$ cat src/rtl/start_done_fsm_pkg.sv
// Shared types and helpers for the start/done sequencer.
// Optional feature macro used by the top: FSM_AUTO_RESTART_EN.
package start_done_fsm_pkg;

  localparam int STATE_W = 2;

  typedef enum logic [STATE_W-1:0] {
    ST_IDLE = 2'b00,
    ST_LOAD = 2'b01,
    ST_RUN  = 2'b10,
    ST_DONE = 2'b11
  } state_t;

  // Width needed to hold 0..run_cycles, never narrower than one bit.
  function automatic int cnt_width(input int run_cycles);
    int w;
    w = $clog2(run_cycles + 1);
    return (w < 1) ? 1 : w;
  endfunction

endpackage

$ cat src/rtl/start_done_fsm_run_counter.sv
// Run-phase cycle counter: clears on request, counts while enabled and
// flags the last RUN cycle. It holds at the terminal value instead of wrapping.
module start_done_fsm_run_counter #(
  parameter int RUN_CYCLES = 3,
  parameter int CNT_W      = 2
) (
  input  logic clk,
  input  logic n_rst,
  input  logic clr,
  input  logic en,
  output logic tc
);

  localparam logic [CNT_W-1:0] TC_VAL = CNT_W'(RUN_CYCLES - 1);

  logic [CNT_W-1:0] cnt_q;
  logic [CNT_W-1:0] cnt_d;

  assign tc = (cnt_q == TC_VAL);

  always_comb begin
    cnt_d = cnt_q;
    if (clr) begin
      cnt_d = '0;
    end else if (en && !tc) begin
      cnt_d = cnt_q + CNT_W'(1);
    end
  end

  always_ff @(posedge clk or negedge n_rst) begin
    if (!n_rst) begin
      cnt_q <= '0;
    end else begin
      cnt_q <= cnt_d;
    end
  end

endmodule

$ cat src/rtl/start_done_fsm.sv
// Four-state job sequencer IDLE -> LOAD -> RUN x RUN_CYCLES -> DONE.
// Define FSM_AUTO_RESTART_EN to let a held start chain jobs straight from DONE.
module start_done_fsm #(
  parameter int RUN_CYCLES = 3
) (
  input  logic       clk,
  input  logic       n_rst,
  input  logic       start,
  output logic       done,
  output logic [1:0] state_out
);

  import start_done_fsm_pkg::*;

  localparam int CNT_W = cnt_width(RUN_CYCLES);

  state_t state_q;
  state_t state_d;
  logic   run_tc;
  logic   cnt_clr;
  logic   cnt_en;

  // start is a level request accepted only in IDLE; done is a one-cycle
  // completion strobe decoded from the state register, never from inputs.
  assign done      = (state_q == ST_DONE);
  assign state_out = state_q;

  assign cnt_en  = (state_q == ST_RUN);
  assign cnt_clr = (state_q != ST_RUN);

  start_done_fsm_run_counter #(
    .RUN_CYCLES (RUN_CYCLES),
    .CNT_W      (CNT_W)
  ) u_run_counter (
    .clk   (clk),
    .n_rst (n_rst),
    .clr   (cnt_clr),
    .en    (cnt_en),
    .tc    (run_tc)
  );

  always_comb begin
    state_d = state_q;
    case (state_q)
      ST_IDLE: state_d = start ? ST_LOAD : ST_IDLE;
      ST_LOAD: state_d = ST_RUN;
      ST_RUN:  state_d = run_tc ? ST_DONE : ST_RUN;
      ST_DONE: begin
`ifdef FSM_AUTO_RESTART_EN
        state_d = start ? ST_LOAD : ST_IDLE;
`else
        state_d = ST_IDLE;
`endif
      end
      default: state_d = ST_IDLE;
    endcase
  end

  always_ff @(posedge clk or negedge n_rst) begin
    if (!n_rst) begin
      state_q <= ST_IDLE;
    end else begin
      state_q <= state_d;
    end
  end

endmodule

$ cat config.mk
export PLATFORM = sky130hd
export DESIGN_NAME = start_done_fsm
export DESIGN_NICKNAME = d
export VERILOG_FILES = /design/src/rtl/start_done_fsm_pkg.sv /design/src/rtl/start_done_fsm_run_counter.sv /design/src/rtl/start_done_fsm.sv
export SDC_FILE = /design/constraint.sdc
export NUM_CORES = 1
export LEC_CHECK = 0
export BUFFER_PORTS_ARGS = -buffer_cell sky130_fd_sc_hd__buf_4
export CORE_AREA = 2 2 39 41
export CTS_BUF_LIST = sky130_fd_sc_hd__clkbuf_8 sky130_fd_sc_hd__clkbuf_16
export CTS_CLUSTER_SIZE = 14
export DETAILED_ROUTE_END_ITERATION = 7
export DIE_AREA = 0 0 41 43
export REMOVE_ABC_BUFFERS = 1
export SYNTH_ARGS = -nofsm -noshare
export SYNTH_HDL_FRONTEND = slang
export SYNTH_HIERARCHICAL = 1
export SYNTH_SLANG_ARGS = --single-unit
$ cat constraint.sdc
create_clock -name clk -period 1.55 [get_ports clk]
set_input_delay 0.155 -clock clk [delete_from_list [all_inputs] [get_ports clk]]
set_output_delay 0.155 -clock clk [all_outputs]
set_load 0.02 [all_outputs]
# [Word-level counts from Yosys, hierarchy flattened]
# Cells that the tools add are included.
[word_totals] reg_bits=4 in_bits=3 out_inout_bits=3 elab_cells=17
[classes] n_addsub=1 n_eq_ne=5 n_mux=5 n_reduce_logical=4
[ops] cell="case mux 2 bit (4 select lines)" count=1
[ops] cell="== test 2 bit, second input constant" count=3
[ops] cell="two-way mux 2 bit" count=2
[ops] cell="adder 2 x 1 -> 2 bit, second input constant" count=1
[ops] cell="== test 2 x 1 -> 1 bit, second input constant" count=1
[ops] cell="zero test 2 bit" count=1
[ops] cell="two-way mux 1 bit" count=2
[ops] cell="!= test 2 bit, second input constant" count=1
[ops] cell="nonzero test 2 bit" count=1
[ops] cell="logical AND 1 bit" count=1
[ops] cell="zero test 1 bit" count=1

# [Longest topological paths before layout]
# Gate-level depths: netlist of the first run.
[depth] depth_word=5 mapped_depth=5 ltp_nobuf=5

# [Hierarchy]
# Netlist of the first run, hierarchy kept.
[by_module_without_submodules] mod="start_done_fsm_run_counter" instances=1 cells_per_inst=11 area_per_inst_um2=130.1 seq_area_each_um2=50.0
[by_module_without_submodules] mod="start_done_fsm" instances=1 cells_per_inst=11 area_per_inst_um2=111.4 seq_area_each_um2=50.0

# [Least setup slack after synthesis of the first run]
# OpenSTA, ideal clock, no wires.
[synth_path] path_type="register -> register" from="register state_q[0] (netlist: state_out[0])" to="register u_run_counter.cnt_q[0]" setup_time_ps=125 t_arrival_ps=1182 t_required_ps=1425 setup_slack_ps=243 stages_incl_launch_ff=5 path_buffers=0 synth_period_minus_slack_ps=1307 path_cell_list="dfrtp_1 inv_1 ha_1 nor2b_4 mux2_4"
[synth_between] elab_chain_len=3 word_cells_on_any_way=5 classes_between="eq/ne (2); mux (1); reduce/logical (2)"
[synth_rtl] item="from (decl)" line="start_done_fsm.sv:17" rtl="state_t state_q;"
[synth_rtl] item="from (signal assigned)" line="start_done_fsm.sv:63" rtl="state_q <= state_d;"
[synth_rtl] item="== test 2 bit" line="start_done_fsm.sv:28" rtl="assign cnt_en = (state_q == ST_RUN);"
[synth_rtl] item="via cnt_en" line="start_done_fsm.sv:21" rtl="logic cnt_en;"
[synth_rtl] item="logical AND 1 bit" line="start_done_fsm_run_counter.sv:25" rtl="end else if (en && !tc) begin"
[synth_rtl] item="nonzero test 2 bit (no line)"
[synth_rtl] item="to (signal assigned)" line="start_done_fsm_run_counter.sv:34" rtl="cnt_q <= cnt_d;"
[synth_rtl] item="to (decl)" line="start_done_fsm_run_counter.sv:16" rtl="logic [CNT_W-1:0] cnt_q;"
# The timed path passes the listed nets, and every way through them passes these cells.
# A chain may end at the register's enable or synchronous reset.

# [Worst setup path in the final report of the first run]
[layout_path] from="register state_q[0] (netlist: state_out[0])" to="register u_run_counter.cnt_q[1]"
# Same word-level chain as after synthesis.

==> results of run 1 <==
==> report_power, final <==
part | total [W] | internal [W] | switching, W | leakage [nW]
Combinational | 0.000310 | 0.000158 | 0.000152 | 0.107
Sequential | 0.000174 | 0.000145 | 0.0000295 | 0.0518
Clock | 0.000212 | 0.000165 | 0.0000470 | 0.0216
==> worst paths after layout <==
check / end / slack, ns / cells past startpoint / from
worst max register to register: u_run_counter/cnt_q[1] / 0.28 / 4 / state_out[0]
max in group asynchronous: state_out[0] / 1.18 / 2 / n_rst
min in group asynchronous: u_run_counter/cnt_q[0] / 0.27 / 2 / n_rst
worst min register to register: state_out[1] / 0.62 / 2 / state_out[1]
worst min-delay path: state_out[0] / 0.17 / 3 / start
worst max-delay path: u_run_counter/cnt_q[1] / 0.28 / 4 / state_out[0]
==> stage by stage <==
step / cells / utilization / setup WS [ns]
2_1_floorplan: 22 / - / 0.243
4_1_cts: 47 / 0.253 / 0.269
3_5_place_dp: 43 / 0.216 / 0.287
3_3_place_gp: 43 / 0.216 / 0.297
5_1_grt: 47 / 0.253 / 0.191
6_report: 47 / 0.253 / 0.278
==> kinds of logic (layout without fill, tap and decap cells) <==
| logic type | count (synthesis) | in the layout |
|---|---|---|
| AOI/OAI and AO/OA | 1 | 1 |
| adders and majority gates | 4 | 4 |
| DFF | 4 | 4 |
| buffers and inverters | 4 | 13 |
| muxes | 2 | 2 |
| and+or+nand+nor | 7 | 7 |
==> flip-flops by register name (all words and copies together), names as in the netlist <==
signal               cells
state_out                2
u_run_counter/cnt_q      2
==> Yosys cell counts, drive strengths merged <==
| cell type | number |
|---|---|
| dfrtp | 4 |
| ha | 4 |
| inv | 4 |
| nor2b | 3 |
| mux2 | 2 |
| nand2 | 2 |
| nor2 | 2 |
| o21ai | 1 |
==> tightest hold or removal path: stages <==
cell and delay (ns):
buf_4 0.08, nand2_1 0.03, o21ai_1 0.07
==> metal layers <==
metal / share of wire / GRT usage / wire [um]
met1: 0.48 / 0.0719 / 166
met5: 0 / 0 / 0
met4: 0 / 0.0800 / 0
met2: 0.50 / 0.0813 / 172
met3: 0.012 / 0.0471 / 4
==> cell type report <==
type	instances	area share
clock buffers	3	0.118
well taps	16	0.0571
inverters	4	0.0429
flip-flops and latches	4	0.286
multi-input cells	14	0.361
repair buffers	6	0.136
==> flow_summary_export.csv, run 1 <==
group,metric,value,unit
die,initial_utilization,0.175,
drt,dr.first_iter.drc_count,0,
clocking,clk_path_buf_depth,2,
drt,viasPerCell,3.47,
power_and_ir_drop,power_density,1990,mW/mm^2
cells_and_area,drive_above_1_share,0.355,
yosys,synth.ff_latch_count,4,
clocking,post_cts_buffers,0,
timing,final.min_clock_period,1.27,ns
timing,timing_max_transition_violations_final,0,
min_path,hold_class,"in -> reg",
critical_path,critical-path-max-stage-delay,0.38,ns
clocking,tritoncts.num_buffers,3,
critical_path,timing.critical_path.to_type,"flip-flop",
die,x_dimension_of_the_die,41,um
placement,placement.io_buffers,5,
yosys,ys_types,9,
yosys,synth_top_area_cell,"dfrtp_1",
die,fp-row-count,14,
clocking,cts.sinks,4,
critical_path,nature_of_the_critical_path_startpoint,"flip-flop",
global_route,grt-ovfl-total,0,
critical_path,critical_path.n_buffers_inverters,1,
drt,drc,0,
outcome,outcome,"finished clean",
yosys,synthDominantCellAreaShare,0.415,
global_route,grt_util_all_layers,0.0696,
cells_and_area,antennaDiodeCount,0,
yosys,synth.area.top_cells,"dfrtp_1, ha_1, mux2_4",
cells_and_area,syn2layout_area_growth,45.1,%
placement,final_gp_congestion,0.649,
clocking,cts-root-buf,"clkbuf_8",
clocking,insertion_delay,0.21,ns
yosys,synth-xor-area-share,0,
clocking,cts_tree,"yes",
cells_and_area,design_area,350,um^2
critical_path,cp_top_family,"flip-flops",
cells_and_area,most_frequent_cells_in_the_layout,"buf_4, inv_1, ha_1, dfrtp_1, clkbuf_8",
timing,worst_clock_skew,0.000417,ns
yosys,combinational_family_with_the_most_area_after_synthesis,"adder cells",
yosys,synth-warning-count,6,
power_and_ir_drop,power_leakage,0.180,nW
timing,final.period_utilization,0.820,
die,fp.dieH,43,um
cells_and_area,mostFrequentLayoutCell,"buf_4",
critical_path,crit_fanout,3,
yosys,yosysSeqAreaShare,0.415,
global_route,first_global_vias,197,
timing,max_slew_margin,0.910,
timing,setup_violation_total_in_the_final_timing_report,0,
timing,timing.hold.ws,0.174,ns
timing,tightest_slew,0.135,ns
clocking,path_clk_slew,0.03,ns
yosys,post_synth.cell_area_avg,11.0,um^2
global_route,grt_pass1_wl,724,um
clocking,hold_buffers,1,
cells_and_area,fill_cells,142,
timing,hold_viol,0,
die,floorplan.core_area,0.00138,mm^2
cells_and_area,sequential_cell_area,100,um^2
die,design.die.area,0.00176,mm^2
clocking,cts.repair.resized,0,
die,io_pins,6,
drt,wire_per_inst,7.30,um
critical_path,cp_cell_sequence,"inv_1 > ha_1 > nor2b_4 > mux2_4",
critical_path,timing_worst_setup_path_type,"reg -> reg",
clocking,cts.htree.levels,1,
power_and_ir_drop,p_total,0.000696,W
critical_path,slowest_stage,"dfrtp_1",
yosys,muxShareOfSynthArea,0.124,
cells_and_area,design.final.nets,40,
yosys,synth_simple_gate_area_frac,0.171,
yosys,synthesized_instance_count,22,
drt,drt_first_pass_iters,1,
drt,wirelength,343,um
job,drv.max_cap_violation_count,0,
yosys,netlist_area,241,um^2
timing,max_freq,786,MHz
yosys,compound_gate_fraction_of_synth_area,0.0207,
yosys,synth_adder_area_share,0.207,
critical_path,worst_ep_required_time,1.64,ns
drt,vias,163,
global_route,number_of_antenna_violations_at_the_first_check_in_global_routing,0,
drt,drt_antenna_net_count,0,
global_route,grt_start_max_net_pins,5,
timing,setup-tns-final,0,ns
cells_and_area,multi_input_gate_area_in_the_final_layout,126,um^2
placement,dpl.hpwl,277,um
critical_path,cp_data_arrival_time,1.36,ns
placement,standard_cell_area_after_detailed_placement,299,um^2
timing,setup_repair_after_global_routing_missed_its_margin,"false",
power_and_ir_drop,vdd.ir_drop.worst,0.898,mV
No activity file was read; power rests on OpenSTA's default activity.
==> run 2: changes to the inputs <==
- clock period: 1.55 -> 1.2 ns (I/O delays scaled with it)
==> flow_summary_export.csv, run 2 (synthesized netlist as in run 1, its figures left out) <==
group,metric,value,unit
min_path,hold_class,"in -> reg",
timing,hold_viol,0,
timing,setup_repair_after_global_routing_missed_its_margin,"true",
clocking,cts.sinks,4,
clocking,post_cts_buffers,0,
clocking,cts.htree.levels,1,
die,x_dimension_of_the_die,41,um
global_route,first_global_vias,167,
timing,timing.hold.ws,0.142,ns
drt,drt_first_pass_iters,1,
die,initial_utilization,0.175,
drt,wire_per_inst,6.76,um
cells_and_area,drive_above_1_share,0.529,
critical_path,crit_fanout,3,
cells_and_area,sequential_cell_area,100,um^2
die,design.die.area,0.00176,mm^2
global_route,grt_start_max_net_pins,5,
drt,drt_antenna_net_count,0,
placement,dpl.hpwl,266,um
placement,number_of_placed_cells_counting_well_taps,46,
die,fp-row-count,14,
clocking,path_clk_slew,0.03,ns
cells_and_area,mostFrequentLayoutCell,"buf_4",
clocking,cts_tree,"yes",
timing,worst_clock_skew,0.000813,ns
clocking,tritoncts.num_buffers,3,
drt,viasPerCell,3.32,
critical_path,nature_of_the_critical_path_startpoint,"flip-flop",
job,drv.max_cap_violation_count,0,
clocking,cts-root-buf,"clkbuf_8",
cells_and_area,most_frequent_cells_in_the_layout,"buf_4, dfrtp_1, inv_1, clkbuf_8",
clocking,insertion_delay,0.21,ns
timing,setup_violation_total_in_the_final_timing_report,0,
clocking,clk_path_buf_depth,2,
drt,vias,166,
cells_and_area,fill_cells,139,
timing,final.min_clock_period,1.16,ns
cells_and_area,antennaDiodeCount,0,
power_and_ir_drop,power_leakage,0.194,nW
critical_path,timing_worst_setup_path_type,"reg -> out",
placement,placement.io_buffers,5,
drt,dr.first_iter.drc_count,0,
power_and_ir_drop,vdd.ir_drop.worst,1.05,mV
timing,max_freq,862,MHz
outcome,outcome,"finished clean",
die,fp.dieH,43,um
timing,max_slew_margin,0.897,
cells_and_area,design.final.nets,43,
cells_and_area,multi_input_gate_area_in_the_final_layout,144,um^2
timing,timing_max_transition_violations_final,0,
timing,final.period_utilization,0.966,
global_route,number_of_antenna_violations_at_the_first_check_in_global_routing,0,
critical_path,timing.critical_path.to_type,"primary output",
critical_path,worst_ep_required_time,1.08,ns
drt,drc,0,
global_route,grt_util_all_layers,0.0554,
power_and_ir_drop,power_density,2530,mW/mm^2
cells_and_area,layout.cells.non_filler,50,
cells_and_area,syn2layout_area_growth,64.8,%
placement,final_gp_congestion,0.642,
global_route,grt-ovfl-total,0,
die,io_pins,6,
die,floorplan.core_area,0.00138,mm^2
global_route,grt_pass1_wl,621,um
timing,setup-tns-final,0,ns
critical_path,cp_data_arrival_time,1.04,ns
drt,wirelength,338,um
timing,tightest_slew,0.154,ns
==> run 2: cell count changes in the layout (fill, tap and decap cells not counted), sizes merged <==
| cell | delta |
|---|---|
| buf | +3 |
==> run 2: per-layer routing <==
metal	vias up	global-route usage	share of wire
met5	-	0	0
met4	0	0.0600	0
met3	0	0.0209	0.062
met2	3	0.0563	0.48
met1	72	0.0779	0.46
li1	91	-	-
==> run 2: area by class of cell <==
type                       instances  share of cell area
inverter                           4              0.0377
clock buffer                       3               0.104
tap                               16              0.0503
timing repair buffer               9               0.195
sequential                         4               0.252
multi-input combinational         14               0.362
==> run 2: final timing paths <==
kind	from	endpoint	slack [ns]	depth (start not counted)
max reg2reg	state_out[0]	u_run_counter/cnt_q[1]	0.04	4
min in group asynchronous	n_rst	u_run_counter/cnt_q[1]	0.23	2
max in group asynchronous	n_rst	state_out[1]	0.87	2
min	start	state_out[0]	0.14	3
max	state_out[1]	done	0.04	3
min reg2reg	u_run_counter/cnt_q[0]	u_run_counter/cnt_q[0]	0.63	2
==> run 2: critical path, stage by stage, from the launching register on <==
cell	delay, ns
dfrtp_1	0.41
buf_6	0.14
ha_2	0.16
buf_6	0.12
==> run 2: power by group <==
part           total, W  internal, W  switching (W)
logic          0.000507     0.000285       0.000221
registers      0.000227     0.000187      0.0000400
clock network  0.000273     0.000213      0.0000601
total           0.00101     0.000685       0.000321
==> run 2: per-stage QoR <==
stage	total power, W	area (um^2)	worst slack (ns)	util
floorplan	0.000520	241	-0.107	-
global placement	0.000684	322	-0.0156	0.232
detailed placement	0.000685	322	-0.0202	0.232
CTS	0.000973	375	-0.0147	0.271
global route	0.00110	398	-0.0321	0.288
finish	0.00101	398	0.0405	0.288
==> run 2: repair_timing <==
action	4_1_cts	5_1_grt
endpoints found under the setup margin	2	3
resized for setup	1	6
hold buffers	1	0
pin swaps	1	0
hold endpoints to repair	4	0
